## src/rtl/fpcvt_arbiter.sv

```systemverilog
// Purpose : two-requester round-robin arbiter feeding a 12-bit two's-complement to 1/3/4 mini-float converter.
// Latency : gnt pulses the cycle after the request is sampled; out_valid rises one cycle after gnt.
// Backpressure: result is held in DONE until out_ack; pending requests wait (never dropped) while busy.
//
// Ports:
//   clk, rst           - clock, asynchronous active-high reset
//   req0/d0, req1/d1   - requests and 12-bit operands, held until the matching gnt
//   gnt0, gnt1         - one-cycle capture pulses (mutually exclusive)
//   out_valid/out_id   - result valid and index of the requester it belongs to
//   out_s/out_e/out_f  - sign, 3-bit exponent, 4-bit significand
//   out_ack            - consumer accept, only looked at while out_valid is high
module fpcvt_arbiter (
    input  logic        clk,
    input  logic        rst,
    input  logic        req0,
    input  logic [11:0] d0,
    input  logic        req1,
    input  logic [11:0] d1,
    output logic        gnt0,
    output logic        gnt1,
    output logic        out_valid,
    output logic        out_id,
    output logic        out_s,
    output logic [2:0]  out_e,
    output logic [3:0]  out_f,
    input  logic        out_ack
);

    typedef enum logic [1:0] {
        IDLE = 2'd0,
        CONV = 2'd1,
        DONE = 2'd2
    } state_t;

    state_t      state_q, state_d;
    logic        ptr_q, ptr_d;
    logic [11:0] lat_d_q, lat_d_d;
    logic        lat_id_q, lat_id_d;
    logic        gnt0_q, gnt0_d;
    logic        gnt1_q, gnt1_d;
    logic        out_valid_q, out_valid_d;
    logic        out_id_q, out_id_d;
    logic        out_s_q, out_s_d;
    logic [2:0]  out_e_q, out_e_d;
    logic [3:0]  out_f_q, out_f_d;

    // ------------------------------------------------------------------
    // Conversion of the latched operand
    // ------------------------------------------------------------------
    logic [11:0] mag;
    logic [11:0] shifted;
    logic [3:0]  pos;
    logic        found;
    logic        rnd;
    logic [2:0]  raw_e;
    logic [3:0]  raw_f;
    logic        cv_s;
    logic [2:0]  cv_e;
    logic [3:0]  cv_f;

    always_comb begin
        mag     = lat_d_q;
        shifted = 12'd0;
        pos     = 4'd0;
        found   = 1'b0;
        rnd     = 1'b0;
        raw_e   = 3'd0;
        raw_f   = 4'd0;
        cv_s    = lat_d_q[11];
        cv_e    = 3'd0;
        cv_f    = 4'd0;

        // -2048 has no positive twin in 12 bits; clamp it to the largest magnitude.
        if (lat_d_q == 12'h800) begin
            mag = 12'd2047;
        end else if (lat_d_q[11]) begin
            mag = ~lat_d_q + 12'd1;
        end

        // Highest set bit in [10:4]; later iterations win, so pos ends on the leading one.
        // Bit 11 of the magnitude is always clear after the clamp above.
        for (int i = 4; i <= 10; i++) begin
            if (mag[i]) begin
                pos   = 4'(i);
                found = 1'b1;
            end
        end

        if (found) begin
            // Align so the leading one lands at bit 4 and the round bit at bit 0.
            shifted = mag >> (pos - 4'd4);
            raw_e   = 3'(pos - 4'd3);
            raw_f   = shifted[4:1];
            rnd     = shifted[0];
        end else begin
            raw_e   = 3'd0;
            raw_f   = mag[3:0];
            rnd     = 1'b0;
        end

        cv_e = raw_e;
        cv_f = raw_f;
        if (rnd) begin
            if (raw_f != 4'd15) begin
                cv_f = raw_f + 4'd1;
            end else if (raw_e != 3'd7) begin
                // Significand overflow renormalises to 1000 with a bumped exponent.
                cv_f = 4'd8;
                cv_e = raw_e + 3'd1;
            end else begin
                cv_f = 4'd15;
                cv_e = 3'd7;
            end
        end
    end

    // ------------------------------------------------------------------
    // Arbitration and sequencing
    // ------------------------------------------------------------------
    logic win;

    always_comb begin
        state_d     = state_q;
        ptr_d       = ptr_q;
        lat_d_d     = lat_d_q;
        lat_id_d    = lat_id_q;
        gnt0_d      = 1'b0;
        gnt1_d      = 1'b0;
        out_valid_d = out_valid_q;
        out_id_d    = out_id_q;
        out_s_d     = out_s_q;
        out_e_d     = out_e_q;
        out_f_d     = out_f_q;
        win         = 1'b0;

        case (state_q)
            IDLE: begin
                if (req0 || req1) begin
                    // Tie goes to the pointer side; a lone request always wins.
                    win      = (req0 && req1) ? ptr_q : req1;
                    lat_id_d = win;
                    lat_d_d  = win ? d1 : d0;
                    gnt0_d   = ~win;
                    gnt1_d   = win;
                    ptr_d    = ~win;
                    state_d  = CONV;
                end
            end
            CONV: begin
                out_s_d     = cv_s;
                out_e_d     = cv_e;
                out_f_d     = cv_f;
                out_id_d    = lat_id_q;
                out_valid_d = 1'b1;
                state_d     = DONE;
            end
            DONE: begin
                // Returning to IDLE costs one edge, so no grant coincides with the ack.
                if (out_ack) begin
                    out_valid_d = 1'b0;
                    state_d     = IDLE;
                end
            end
            default: begin
                state_d = IDLE;
            end
        endcase
    end

    always_ff @(posedge clk or posedge rst) begin
        if (rst) begin
            state_q     <= IDLE;
            ptr_q       <= 1'b0;
            lat_d_q     <= 12'd0;
            lat_id_q    <= 1'b0;
            gnt0_q      <= 1'b0;
            gnt1_q      <= 1'b0;
            out_valid_q <= 1'b0;
            out_id_q    <= 1'b0;
            out_s_q     <= 1'b0;
            out_e_q     <= 3'd0;
            out_f_q     <= 4'd0;
        end else begin
            state_q     <= state_d;
            ptr_q       <= ptr_d;
            lat_d_q     <= lat_d_d;
            lat_id_q    <= lat_id_d;
            gnt0_q      <= gnt0_d;
            gnt1_q      <= gnt1_d;
            out_valid_q <= out_valid_d;
            out_id_q    <= out_id_d;
            out_s_q     <= out_s_d;
            out_e_q     <= out_e_d;
            out_f_q     <= out_f_d;
        end
    end

    assign gnt0      = gnt0_q;
    assign gnt1      = gnt1_q;
    assign out_valid = out_valid_q;
    assign out_id    = out_id_q;
    assign out_s     = out_s_q;
    assign out_e     = out_e_q;
    assign out_f     = out_f_q;

endmodule

```

## config.mk

```make
export PLATFORM = sky130hd
export DESIGN_NAME = fpcvt_arbiter
export DESIGN_NICKNAME = d
export VERILOG_FILES = /design/src/rtl/fpcvt_arbiter.sv
export SDC_FILE = /design/constraint.sdc
export NUM_CORES = 1
export LEC_CHECK = 0
export ABC_AREA = 1
export CAP_MARGIN = 10
export CORE_AREA = 4 4 70 72
export DETAILED_ROUTE_END_ITERATION = 6
export DIE_AREA = 0 0 74 76
export GPL_TIMING_DRIVEN = 0
export PLACE_DENSITY_LB_ADDON = 0.25
export REMOVE_ABC_BUFFERS = 1
export SLEW_MARGIN = 20
export SYNTH_ARGS = -nofsm -noshare
export SYNTH_HDL_FRONTEND = slang
export SYNTH_SLANG_ARGS = --single-unit
```

## constraint.sdc

```tcl
create_clock -name clk -period 2.9 [get_ports clk]
set_input_delay 0.58 -clock clk [delete_from_list [all_inputs] [get_ports clk]]
set_output_delay 0.58 -clock clk [all_outputs]
set_load 0.03 [all_outputs]
```

==> impl_metrics.tcl, run 1 <==
set metrics [dict create \
    avgRoutedWirePerCell_um 12.5 \
    setup-violations-final 0 \
    netlist_area_sq_um 2220 \
    final_cell_mix "75 x nand2_1, 40 x clkdlybuf4s50_1, 31 x nand3_1" \
    die_h_um 76 \
    hp-class "flop to flop" \
    die_w_um 74 \
    fin_crit_ns 2.71 \
    gp_congestion 0.863 \
    wl_um 5140 \
    skew_ns 0.0123 \
    seq_area_frac_synth_pct 31.5 \
    relSlewSlack_pct 60.4 \
    synth_flop_cell "dfrtp_1" \
    area_growth_pct 31.1 \
    synth-edff-count 0 \
    start_kind "flop" \
    die-area_sq_um 5620 \
    drtIter0Drc 98 \
    gr-total-overflow 0 \
    timing.fmax_ghz 0.369 \
    cp_common_cell "inv_2" \
    syn-instance-count 313 \
    fp.coreArea_sq_um 4290 \
    cts_tree "done" \
    first_pass_iters 4 \
    final_cell_area_sq_um 2910 \
    grt_pass1_wl_um 8910 \
    postRouteAntennaNets 0 \
    synth.top_cell.area_share_pct 31.5 \
    ios 41 \
    via_per_inst 5.14 \
    avgSynthCellArea_sq_um 7.10 \
    path_class "flop to flop" \
    vias 2122 \
    grt_max_degree 29 \
    worst_ep_required_time_ns 3.13 \
    maxCapViolations 0 \
    tightest_slew_ns 0.587 \
    final_nets 395 \
    yosys.area.top_type "dfrtp_1" \
    cts.path.max_buffers 2 \
    final_max_slew_viol_count 0 \
    fin_hold_ws_ns 0.490 \
    cts_max_level 1 \
    postSynth.asyncResetShare_pct 100 \
    track_usage_pct 19.1 \
    ys_ff_latch 28 \
    final_hold_viol_count 0 \
    cts.sinks 28 \
    synth_cell_type_count 34 \
    layout_commonest_cell "nand2_1" \
    synthTopCellsByArea "dfrtp_1 32%, nand2_1 13%, nand3_1 7.2%" \
    port_buffers 40 \
    worstPathMaxFanout 6 \
    grt_pass1_vias 2039 \
    rows 24 \
    ys_warn_count 0 \
    fin_crit_sh_pct 93.5 \
    clock_latency_ns 0.28 \
    worstSetupEndpointType "flop" \
    cp.arrival_ns 2.94 \
    dpl-instance-area_sq_um 2660 \
    dp_hpwl_um 3860 \
    crit_family "simple AND/OR/NAND/NOR gates" \
    antenna_found_initial 0 \
    cts-root-buf "clkbuf_8" \
    final_layout_size_suffix_gt1_share_pct 25.2 \
    status "completed" \
    clkTransAtPathRegs_ns 0.11 \
    drc_errors 0 \
    cp_slowest_cell "dfrtp_1" \
    cp_num_buf_inv 6 \
    crit_chain "inv_2 -> ha_4 -> nand2_2 -> nor2_4 -> nand2_4 -> inv_2 -> nand2_4 -> nand3_4 -> inv_2 -> nand2_4 -> nand2_8 -> nand2_8 -> inv_4 -> ha_1 -> nand2_1 -> inv_1 -> ha_2 -> inv_2 -> nor2_4 -> nand4_1 -> nand3_1 -> nand2_1 -> nand2_1" \
    start_util_pct 51.7 \
    cts_buffers 3 \
    n_antenna_cell 0 \
    cp_slowest_stage_delay_ns 0.40 \
]
-- what timing repair did --
item	4_1_cts	5_1_grt
pin swaps	0	13
setup buffers	0	8
hold endpoints to repair	0	0
endpoints found under the setup margin	7	7
gates resized for setup	4	19
hold buffers	0	0
cloned	0	2
-- path summary, 6_finish.rpt --
path	start	endpoint	slack [ns]	cells after the start
setup / recovery	lat_d_q[0]	out_f[0]	0.19	23
hold / removal	out_e[0]	out_e[0]	0.49	2
setup reg to reg	lat_d_q[0]	out_f[0]	0.19	23
hold reg to reg	out_e[0]	out_e[0]	0.49	2
max in group asynchronous	rst	lat_d_q[11]	1.79	2
min in group asynchronous	rst	gnt1	0.67	2
-- tightest hold or removal path: stages (launching register included) --
cell and delay [ns]:
dfrtp_1 0.35, nand2_1 0.05, nand2_1 0.06
-- kinds of logic (layout without fill, tap and decap cells) --
| group | count (synthesis) | in the layout | synth area share, % |
|---|---|---|---|
| AOI/OAI and AO/OA | 44 | 44 | 12.6 |
| xor gates and xnor gates | 3 | 3 | 1.18 |
| adders and majority gates | 4 | 4 | 2.25 |
| buffers and inverters | 51 | 97 | 9.12 |
| DFF | 28 | 28 | 31.5 |
| and+or+nand+nor | 183 | 185 | 43.4 |
-- per-layer routing --
metal | GRT usage (%) | vias up | share of wire (%)
met5 | 0 | - | 0
met4 | 3.08 | 0 | 0.72
met3 | 3.56 | 6 | 3.7
met2 | 31.6 | 42 | 49
met1 | 26.2 | 968 | 46
li1 | - | 1106 | -
-- synth_stat cells (3+ instances only) --
cell	n
nor2_1	31
nand2_4	6
o21ai_0	14
buf_2	3
nand3_1	32
inv_4	3
nand2_1	77
nand3_2	6
inv_2	10
nand4_1	4
nor2_2	5
o22ai_1	8
dfrtp_1	28
ha_1	4
nor2_4	4
a21oi_2	3
inv_1	32
a21oi_1	7
nand2_2	12
o21ai_2	3
clkbuf_1	3
-- metrics by stage --
step | std cells | utilization (%) | worst slack [ns] | TNS, ns
after global routing | 413 | 67.9 | -0.0279 | -0.0895
after global placement | 399 | 62.0 | -0.0365 | -0.124
after CTS | 403 | 64.0 | 0.00363 | 0
after detailed placement | 399 | 62.0 | -0.0788 | -0.345
final | 413 | 67.9 | 0.189 | 0
after floorplan | 307 | - | 0.251 | 0
-- registers in the layout, summed over array words and instances (netlist names) --
signal,count
gnt0,1
gnt1,1
lat_d_q,12
lat_id_q,1
out_e,3
out_f,4
out_id,1
out_s,1
out_valid,1
ptr_q,1
state_q,2
-- cell type report --
class,count,area (sq um)
flip-flops and latches,28,702
multi-input cells,236,1410
repair buffers,48,485
well taps,52,65.1
clock inverters,1,30.0
fillers,381,1380
inverters,45,176
clock buffers,3,41.3
Power of run 1 is not shown: default switching activity piles up to over one toggle a cycle in this logic, so the estimate is an artifact.
==> run 2, diff against run 1 <==
--- a/config.mk
+++ b/config.mk
@@ -8,6 +8,8 @@
 export ABC_AREA = 1
 export CAP_MARGIN = 10
 export CORE_AREA = 4 4 70 72
+export CTS_CLUSTER_DIAMETER = 100
+export CTS_CLUSTER_SIZE = 16
 export DETAILED_ROUTE_END_ITERATION = 6
 export DIE_AREA = 0 0 74 76
 export GPL_TIMING_DRIVEN = 0
==> results of run 2 <==
The final DEF is identical to that of run 1; final timing and power are the same.
Power of run 2 is left out for the same reason.
